**src/rtl/iperf_pkg.sv**
```systemverilog
// iperf_pkg: receiver FSM states and default packet geometry, shared by the iperf UDP sender and receiver
package iperf_pkg;
  typedef enum logic [2:0] {IDLE, HEADER, PAYLOAD, CHECK, RESPOND} state_t;
  localparam int DEF_HDR_WORDS = 41;
  localparam int DEF_PKT_WORDS = 1000;
endpackage

```
**src/rtl/iperf_udp_rx_if.sv**
```systemverilog
// iperf_udp_rx_if: sender word stream (in_valid/in_data/in_last/in_final) and report handshake (resp_*); master = sender/consumer side, slave = receiver
interface iperf_udp_rx_if;
  logic        in_valid;
  logic [31:0] in_data;
  logic        in_last;
  logic        in_final;
  logic        resp_ready;
  logic        resp_valid;
  logic [31:0] resp_seq;
  logic [31:0] resp_pkt_count;
  modport master (output in_valid, in_data, in_last, in_final, resp_ready, input resp_valid, resp_seq, resp_pkt_count);
  modport slave (input in_valid, in_data, in_last, in_final, resp_ready, output resp_valid, resp_seq, resp_pkt_count);
endinterface

```
**src/rtl/iperf_sat_cnt.sv**
```systemverilog
// iperf_sat_cnt: W-bit counter that increments on inc and holds at all-ones (clk, rst_n async low, inc -> count)
module iperf_sat_cnt #(
  parameter int W = 16
) (
  input  logic         clk,
  input  logic         rst_n,
  input  logic         inc,
  output logic [W-1:0] count
);
  always_ff @(posedge clk or negedge rst_n)
    if (!rst_n) count <= '0;
    else if (inc && !(&count)) count <= count + 1'b1;
endmodule

```
**src/rtl/iperf_udp_rx.sv**
```systemverilog
// iperf_udp_rx: iperf UDP packet receiver checking length/sequence and reporting per session (clk, rst_n async low, rx slave bus, pkt_count, seq/len error counters, overrun, busy)
module iperf_udp_rx import iperf_pkg::*; #(
  parameter int HDR_WORDS = DEF_HDR_WORDS,
  parameter int PKT_WORDS = DEF_PKT_WORDS
) (
  input  logic                 clk,
  input  logic                 rst_n,
  iperf_udp_rx_if.slave        rx,
  output logic [31:0]          pkt_count,
  output logic [15:0]          seq_err_count,
  output logic [15:0]          len_err_count,
  output logic                 overrun,
  output logic                 busy
);
  state_t      state;
  logic [15:0] word_cnt;
  logic [31:0] pkt_seq;
  logic [31:0] exp_seq;
  logic        first;
  logic        final_l;
  logic [15:0] wc_inc;
  logic        len_ok;
  logic        chk;
  assign wc_inc = &word_cnt ? word_cnt : word_cnt + 16'd1;
  assign len_ok = word_cnt == 16'(PKT_WORDS);
  assign chk = state == CHECK;
  assign rx.resp_pkt_count = pkt_count;
  iperf_sat_cnt #(.W(16)) u_seq_err (
    .clk(clk), .rst_n(rst_n), .inc(chk && len_ok && !first && pkt_seq != exp_seq), .count(seq_err_count)
  );
  iperf_sat_cnt #(.W(16)) u_len_err (
    .clk(clk), .rst_n(rst_n), .inc(chk && !len_ok), .count(len_err_count)
  );
  always_ff @(posedge clk or negedge rst_n)
    if (!rst_n) begin
      state         <= IDLE;
      word_cnt      <= '0;
      pkt_seq       <= '0;
      exp_seq       <= '0;
      pkt_count     <= '0;
      rx.resp_seq   <= '0;
      rx.resp_valid <= 1'b0;
      overrun       <= 1'b0;
      busy          <= 1'b0;
      first         <= 1'b1;
      final_l       <= 1'b0;
    end else begin
      if (rx.in_valid && (state == CHECK || state == RESPOND)) overrun <= 1'b1;
      case (state)
        IDLE: if (rx.in_valid) begin
          pkt_seq  <= rx.in_data;
          word_cnt <= 16'd1;
          final_l  <= rx.in_last && rx.in_final;
          state    <= rx.in_last ? CHECK : (HDR_WORDS <= 1 ? PAYLOAD : HEADER);
          busy     <= 1'b1;
        end
        HEADER, PAYLOAD: if (rx.in_valid) begin
          word_cnt <= wc_inc;
          if (rx.in_last) begin
            final_l <= rx.in_final;
            state   <= CHECK;
          end else if (state == HEADER && wc_inc == 16'(HDR_WORDS)) state <= PAYLOAD;
        end
        CHECK: begin
          if (len_ok) begin
            pkt_count   <= pkt_count + 32'd1;
            rx.resp_seq <= pkt_seq;
            exp_seq     <= pkt_seq + 32'd1;
            first       <= 1'b0;
          end
          state         <= final_l ? RESPOND : IDLE;
          rx.resp_valid <= final_l;
          busy          <= final_l;
        end
        RESPOND: if (rx.resp_ready) begin
          state         <= IDLE;
          rx.resp_valid <= 1'b0;
          busy          <= 1'b0;
          pkt_count     <= '0;
          first         <= 1'b1;
        end
        default: state <= IDLE;
      endcase
    end
endmodule

```
**src/flat_wrapper.sv**
```systemverilog
// flat-port wrapper written by rule: the top's interface ports become plain ports
module iperf_udp_rx_flat import iperf_pkg::*;
#(
  parameter int HDR_WORDS = DEF_HDR_WORDS,
  parameter int PKT_WORDS = DEF_PKT_WORDS
)
  (clk, rst_n, pkt_count, seq_err_count, len_err_count, overrun, busy, rx_in_valid, rx_in_data, rx_in_last, rx_in_final, rx_resp_ready, rx_resp_valid, rx_resp_seq, rx_resp_pkt_count);
  iperf_udp_rx_if rx_i ();
  input  logic clk;
  input  logic rst_n;
  output logic [31:0] pkt_count;
  output logic [15:0] seq_err_count;
  output logic [15:0] len_err_count;
  output logic overrun;
  output logic busy;
  input wire logic [$bits(rx_i.in_valid)-1:0] rx_in_valid;
  input wire logic [$bits(rx_i.in_data)-1:0] rx_in_data;
  input wire logic [$bits(rx_i.in_last)-1:0] rx_in_last;
  input wire logic [$bits(rx_i.in_final)-1:0] rx_in_final;
  input wire logic [$bits(rx_i.resp_ready)-1:0] rx_resp_ready;
  output wire logic [$bits(rx_i.resp_valid)-1:0] rx_resp_valid;
  output wire logic [$bits(rx_i.resp_seq)-1:0] rx_resp_seq;
  output wire logic [$bits(rx_i.resp_pkt_count)-1:0] rx_resp_pkt_count;
  assign rx_i.in_valid = rx_in_valid;
  assign rx_i.in_data = rx_in_data;
  assign rx_i.in_last = rx_in_last;
  assign rx_i.in_final = rx_in_final;
  assign rx_i.resp_ready = rx_resp_ready;
  assign rx_resp_valid = rx_i.resp_valid;
  assign rx_resp_seq = rx_i.resp_seq;
  assign rx_resp_pkt_count = rx_i.resp_pkt_count;
  iperf_udp_rx #(.HDR_WORDS(HDR_WORDS), .PKT_WORDS(PKT_WORDS)) u_core (.clk(clk), .rst_n(rst_n), .rx(rx_i), .pkt_count(pkt_count), .seq_err_count(seq_err_count), .len_err_count(len_err_count), .overrun(overrun), .busy(busy));
endmodule
```
**config.mk**
```make
export PLATFORM = sky130hd
export DESIGN_NAME = iperf_udp_rx_flat
export DESIGN_NICKNAME = d
export VERILOG_FILES = /design/src/rtl/iperf_pkg.sv /design/src/rtl/iperf_udp_rx_if.sv /design/src/rtl/iperf_sat_cnt.sv /design/src/rtl/iperf_udp_rx.sv /design/src/flat_wrapper.sv
export SDC_FILE = /design/constraint.sdc
export NUM_CORES = 1
export LEC_CHECK = 0
export BUFFER_PORTS_ARGS = -buffer_cell sky130_fd_sc_hd__buf_2
export CORE_MARGIN = 5
export CORE_UTILIZATION = 61
export DETAILED_ROUTE_END_ITERATION = 16
export GPL_TIMING_DRIVEN = 0
export HOLD_SLACK_MARGIN = 0.08
export PLACE_DENSITY = 0.86
export SKIP_CTS_REPAIR_TIMING = 1
export SLEW_MARGIN = 15
export SYNTH_ARGS = -nofsm -noshare
export SYNTH_HDL_FRONTEND = slang
export SYNTH_SLANG_ARGS = --single-unit
```
**constraint.sdc**
```tcl
create_clock -name clk -period 5.3 [get_ports clk]
set_input_delay 1.59 -clock clk [delete_from_list [all_inputs] [get_ports clk]]
set_output_delay 1.59 -clock clk [all_outputs]
set_load 0.005 [all_outputs]
```
# After elaboration in Yosys (flattened, before gate mapping)
# Cells that the tools add are included.
# W data, S select, Z words.
[classes]
n_reduce_logical = 30
n_addsub = 5
n_eq_ne = 13
n_mux = 26
[ops]
columns = ["operator", "count"]
rows = [
  ["$add A32 B1 Y32 const B", 2],
  ["$mux W32", 2],
  ["$pmux W32 S2", 1],
  ["$add A16 B1 Y16 const B", 3],
  ["$mux W16", 3],
  ["$reduce_and A16 Y1", 3],
  ["$ne A32 B32 Y1", 1],
  ["$pmux W16 S2", 1],
  ["$mux W3", 6],
  ["$eq A16 B10 Y1 const B", 1],
  ["$eq A16 B6 Y1 const B", 1],
  ["$pmux W3 S4", 1],
  ["$logic_and A1 B1 Y1", 9],
  ["$reduce_and A3 Y1", 3],
  ["$ne A2 B2 Y1 const B", 4],
  ["$reduce_and A4 Y1", 2],
  ["$mux W1", 7],
  ["$eq A3 B2 Y1 const B", 2],
  ["$pmux W1 S2", 3],
  ["$reduce_and A2 Y1", 3],
  ["$logic_not A1 Y1", 4],
  ["$reduce_bool A2 Y1", 2],
  ["$eq A3 B1 Y1 const B", 1],
  ["$eq A3 B3 Y1 const B", 1],
  ["other kinds (8)", 8],
]
[word_totals]
input_bits = 38
reg_bits = 184
word_cells = 87
out_inout_bits = 131

# Depth between registers and ports, before layout
[depth]
ltp_word = 8
mapped_depth = 10
ltp_nobuf = 8

# Cells and area by module
# A second synthesis with hierarchy kept.
[hier_totals]
cells_unflattened = 1008
hier_area_um2 = 9581.7
[by_module_without_submodules]
columns = ["module", "n_inst", "cells_per_inst", "seq_area_each_um2", "area_each_um2"]
rows = [
  ["iperf_udp_rx", 1, 858, 3804.9, 7900.1],
  ["iperf_sat_cnt", 2, 75, 400.4, 840.8],
]

# Worst setup path before layout
# OpenSTA, ideal clock, no wires.
[synth_path]
path_type = "in2reg"
startpoint = "input port rx_in_valid"
endpoint = "register u_core.pkt_seq[10]"
arrival_time_ps = 2903
setup_ps = 125
required_ps = 5175
path_slack_ps = 2273
n_path_buf = 1
path_stages = 4
path_cell_list = "nand2b_1 nor3_1 clkbuf_1 mux2_2"
[synth_via]
elab_chain_len = 1
[synth_rtl]
columns = ["item", "line", "source"]
rows = [
  ["start: declaration", "flat_wrapper.sv:16", "input wire logic [$bits(rx_i.in_valid)-1:0] rx_in_valid;"],
  ["$reduce_and A2 Y1 (no source line)", "-", ""],
  ["end signal: assignment", "iperf_udp_rx.sv:51", "pkt_seq <= rx.in_data;"],
  ["end: declaration", "iperf_udp_rx.sv:17", "logic [31:0] pkt_seq;"],
]
# Every way passes these cells.
# A chain may end at the register's enable or synchronous reset.

# Worst setup path in the final report
[layout_path]
startpoint = "register u_core.word_cnt[3]"
endpoint = "register u_core.state[0]"
[layout_via]
elab_chain_len = 6
elab_cells_between_ends = 7
classes_between = "add/sub (1); eq/ne (2); mux (1); reduce/logical (3)"
[layout_rtl]
columns = ["item", "line", "source"]
rows = [
  ["start: declaration", "iperf_udp_rx.sv:16", "logic [15:0] word_cnt;"],
  ["start signal: assignment", "iperf_udp_rx.sv:58", "word_cnt <= wc_inc;"],
  ["$add A16 B1 Y16 or $reduce_and A16 Y1 (tied branches)", "iperf_udp_rx.sv:24", "assign wc_inc = &word_cnt ? word_cnt : word_cnt + 16'd1;"],
  ["$mux W16 (*)", "iperf_udp_rx.sv:24", ""],
  ["$eq A16 B6 Y1 (*)", "iperf_udp_rx.sv:62", "end else if (state == HEADER && wc_inc == 16'(HDR_WORDS)) state <= PAYLOAD;"],
  ["$logic_and A1 B1 Y1 (*)", "iperf_udp_rx.sv:62", ""],
  ["$ne A3 B2 Y1 (no source line) (*)", "-", ""],
  ["$reduce_and A4 Y1 (no source line) (*)", "-", ""],
  ["end signal: assignment", "iperf_udp_rx.sv:54", "state <= rx.in_last ? CHECK : (HDR_WORDS <= 1 ? PAYLOAD : HEADER);"],
  ["end signal: assignment", "iperf_udp_rx.sv:71", "state <= final_l ? RESPOND : IDLE;"],
  ["end: declaration", "iperf_udp_rx.sv:15", "state_t state;"],
]
# Mark *: on every way between the ends. The rest lies on a longest branch, timed or not.

==> impl_metrics.tcl <==
set metrics [dict create \
    outcome "completed" \
    min_path_type "flip-flop to flip-flop" \
    routed_wl_mm 23.84 \
    drive_gt1_frac 0.2350 \
    std_cell_rows 45 \
    dp_hpwl_mm 16.91 \
    setup_viol 0 \
    io_buffers 168 \
    dieArea_mm2 0.01816 \
    rr_worst_depth 7 \
    cp_max_fo 10 \
    antenna_found_initial 1 \
    cts_tree "built" \
    maxCapViolCount 0 \
    design_area_mm2 0.01127 \
    crit_arrival_ps 3540 \
    cellPowerDensity_mw_per_mm2 393.9 \
    layout.cells.non_filler 1424 \
    grt_pass1_vias 7784 \
    path_class "flip-flop to flip-flop" \
    rsz0062_at_grt "false" \
    syn_avg_cell_area_um2 9.391 \
    leakage_uw 0.005522 \
    synth_edf_count 0 \
    reg2reg_to "u_core.state[0]" \
    slew_viol_final 0 \
    clockBufferDepth 2 \
    peakVddDrop_v 0.0003260 \
    synth_warnings 0 \
    cp-end-kind "flip-flop" \
    finalWorstSetupSlack_ps 2082 \
    total_power_uw 4439 \
    crit_chain "clkbuf_1, nand4_1, nor3_1, mux2_2, a2111oi_0, nand4_1, o31a_1" \
    synth_top_area_cell "dfrtp_1" \
    hp-start "u_core.rx.resp_seq[24]" \
    grt_pass1_wl_mm 39.12 \
    fin_crit_ps 3218 \
    relSlewSlack 0.1966 \
    core_area_mm2 0.01526 \
    synthTopCellsByCount "nand2_1, dfrtp_1, xor2_1" \
    cp-start-kind "flip-flop" \
    critPathSlowestCell "a2111oi_0" \
    synthCells 1011 \
    clockRootBuffer "clkbuf_16" \
    cts_max_level 4 \
    dp_cells 1392 \
    drcViolationCount 0 \
    place_ws_ps 1790 \
    ys_seq_elements 184 \
    synth_area_leaders "dfrtp_1, nand2_1, xor2_1" \
    cts_num_sinks 184 \
    tightest_slew_ps 1194 \
    grt-ovfl-total 0 \
    r2r_slack_ps 2080 \
    drt_first_pass_iters 5 \
    hold_end "u_core.rx.resp_seq[24]" \
    clock_latency_ps 440 \
    area_growth_pct 18.70 \
    gp_congestion 0.8910 \
    grt_max_degree 89 \
    fmax_mhz 310.7 \
    fin_util 0.7386 \
    grt_use_total 0.2662 \
    antennaDiodeCount 0 \
    num_vias 8188 \
    syn-cell-area_mm2 0.009494 \
    critical-path-max-stage-delay_ps 570 \
    routed_via_density 5.750 \
    place_area_mm2 0.01067 \
    antenna_left 0 \
    cts_inserted_buffers 17 \
    hold_viol 0 \
    netlist.area_leader.share 0.4823 \
    synth_most_common_cell "nand2_1" \
    critical_path_required_ps 5620 \
    clk_pin_slew_ps 70 \
    synth_cell_type_count 55 \
    final_nets 1244 \
    die_y_um 134.8 \
    wire_per_inst_um 16.74 \
    cp_common_cell "nand4_1" \
    fp.dieW_um 134.8 \
    ys_seq_area_frac 0.4851 \
    reg2reg_from "u_core.word_cnt[3]" \
    async_flop_share 1.000 \
    critPathLaunch "u_core.word_cnt[3]" \
    hold_depth 2 \
    start_util 0.6222 \
    skew_ps 15.51 \
    period_share 0.6072 \
    syn-num-nets 1055 \
    synth_flop_cell "dfrtp_1" \
    io_pins 169 \
    drt_iter0_drc 585 \
]
[critical path, delay by kind of cell (launching register included)]
| family | cells | cell delay (ps) |
|---|---|---|
| compound gates | 2 | 870 |
| buf+inv | 1 | 400 |
| flops | 1 | 380 |
| mux | 1 | 380 |
| simple gates | 3 | 1060 |
[per-layer routing]
metal	track usage	routed length, µm
met5	0	7
met4	0.1086	705
met3	0.05849	1721
met2	0.4230	11320
met1	0.3573	10080
[flip-flops by register name (all words and copies together) (netlist names)]
| register | flops |
|---|---|
| u_core.exp_seq | 32 |
| u_core.pkt_count | 32 |
| u_core.pkt_seq | 32 |
| u_core.rx.resp_seq | 32 |
| u_core.u_len_err.count | 16 |
| u_core.u_seq_err.count | 16 |
| u_core.word_cnt | 16 |
| u_core.state | 3 |
| u_core.busy | 1 |
| u_core.final_l | 1 |
| u_core.first | 1 |
| u_core.overrun | 1 |
| u_core.rx.resp_valid | 1 |
[worst max path at each step]
stage / end / cells past startpoint
final: u_core.state[0] / 7
after global routing: u_core.state[0] / 7
after CTS: u_core.state[0] / 7
after global placement: u_core.u_len_err.count[0] / 1
after floorplan: u_core.pkt_seq[10] / 4
after detailed placement: u_core.pkt_seq[13] / 5
[cell type report]
class                      count  area [µm²]
timing repair buffer         170       905.9
inverter                      17       63.81
sequential                   184        4606
multi-input combinational    720        4360
clock inverter                13       157.7
fill                        1139        3989
buffer                        90       469.2
clock buffer                  19       442.9
tap                          211       264.0
[cells by family after synthesis]
| family | share of synthesized area |
|---|---|
| AND/OR/NAND/NOR | 0.2323 |
| flip-flops | 0.4851 |
| AO/OA/AOI/OAI | 0.06972 |
| XOR/XNOR | 0.1061 |
| buffers and inverters | 0.05614 |
| multiplexers | 0.04270 |
| adder cells (fa/ha/maj) | 0.007907 |
[power breakdown]
group,internal [µW],switching (µW),total [µW]
sequential,1630,288,1910
combinational,561,666,1230
clock,723,576,1300
[cells in the final DEF (no fill, tap or decap), types with 4 or more instances in the layout]
master     netlist  layout
and3_1          17      17
o31ai_1          4       4
clkbuf_16        0      17
xor2_1          79      79
a31oi_1          7       7
and2_1           5       5
buf_1            4       4
nor3_1          22      21
inv_6            0       4
nand3_1         42      42
or3_1           10      10
nand4_1         28      28
nand2_1        193     193
and4_1          13      13
dfrtp_1        183     183
nand2b_1         8       8
o21ai_0         58      58
inv_1           17      17
nor2_1          53      53
buf_4           32      32
xnor2_1         36      36
a21oi_1         26      26
clkbuf_1        50      51
nor4_1          33      33
mux2_2          36      36
buf_2            2     169
ha_1             6       6
[stage by stage]
step                      TNS [ps]  hold WS (ps)
after floorplan                  0         458.3
after global placement      -53390         445.1
after detailed placement         0         451.2
after CTS                        0         467.1
after global routing             0         488.2
final                            0         464.8
(Power assumes the default switching activity.)
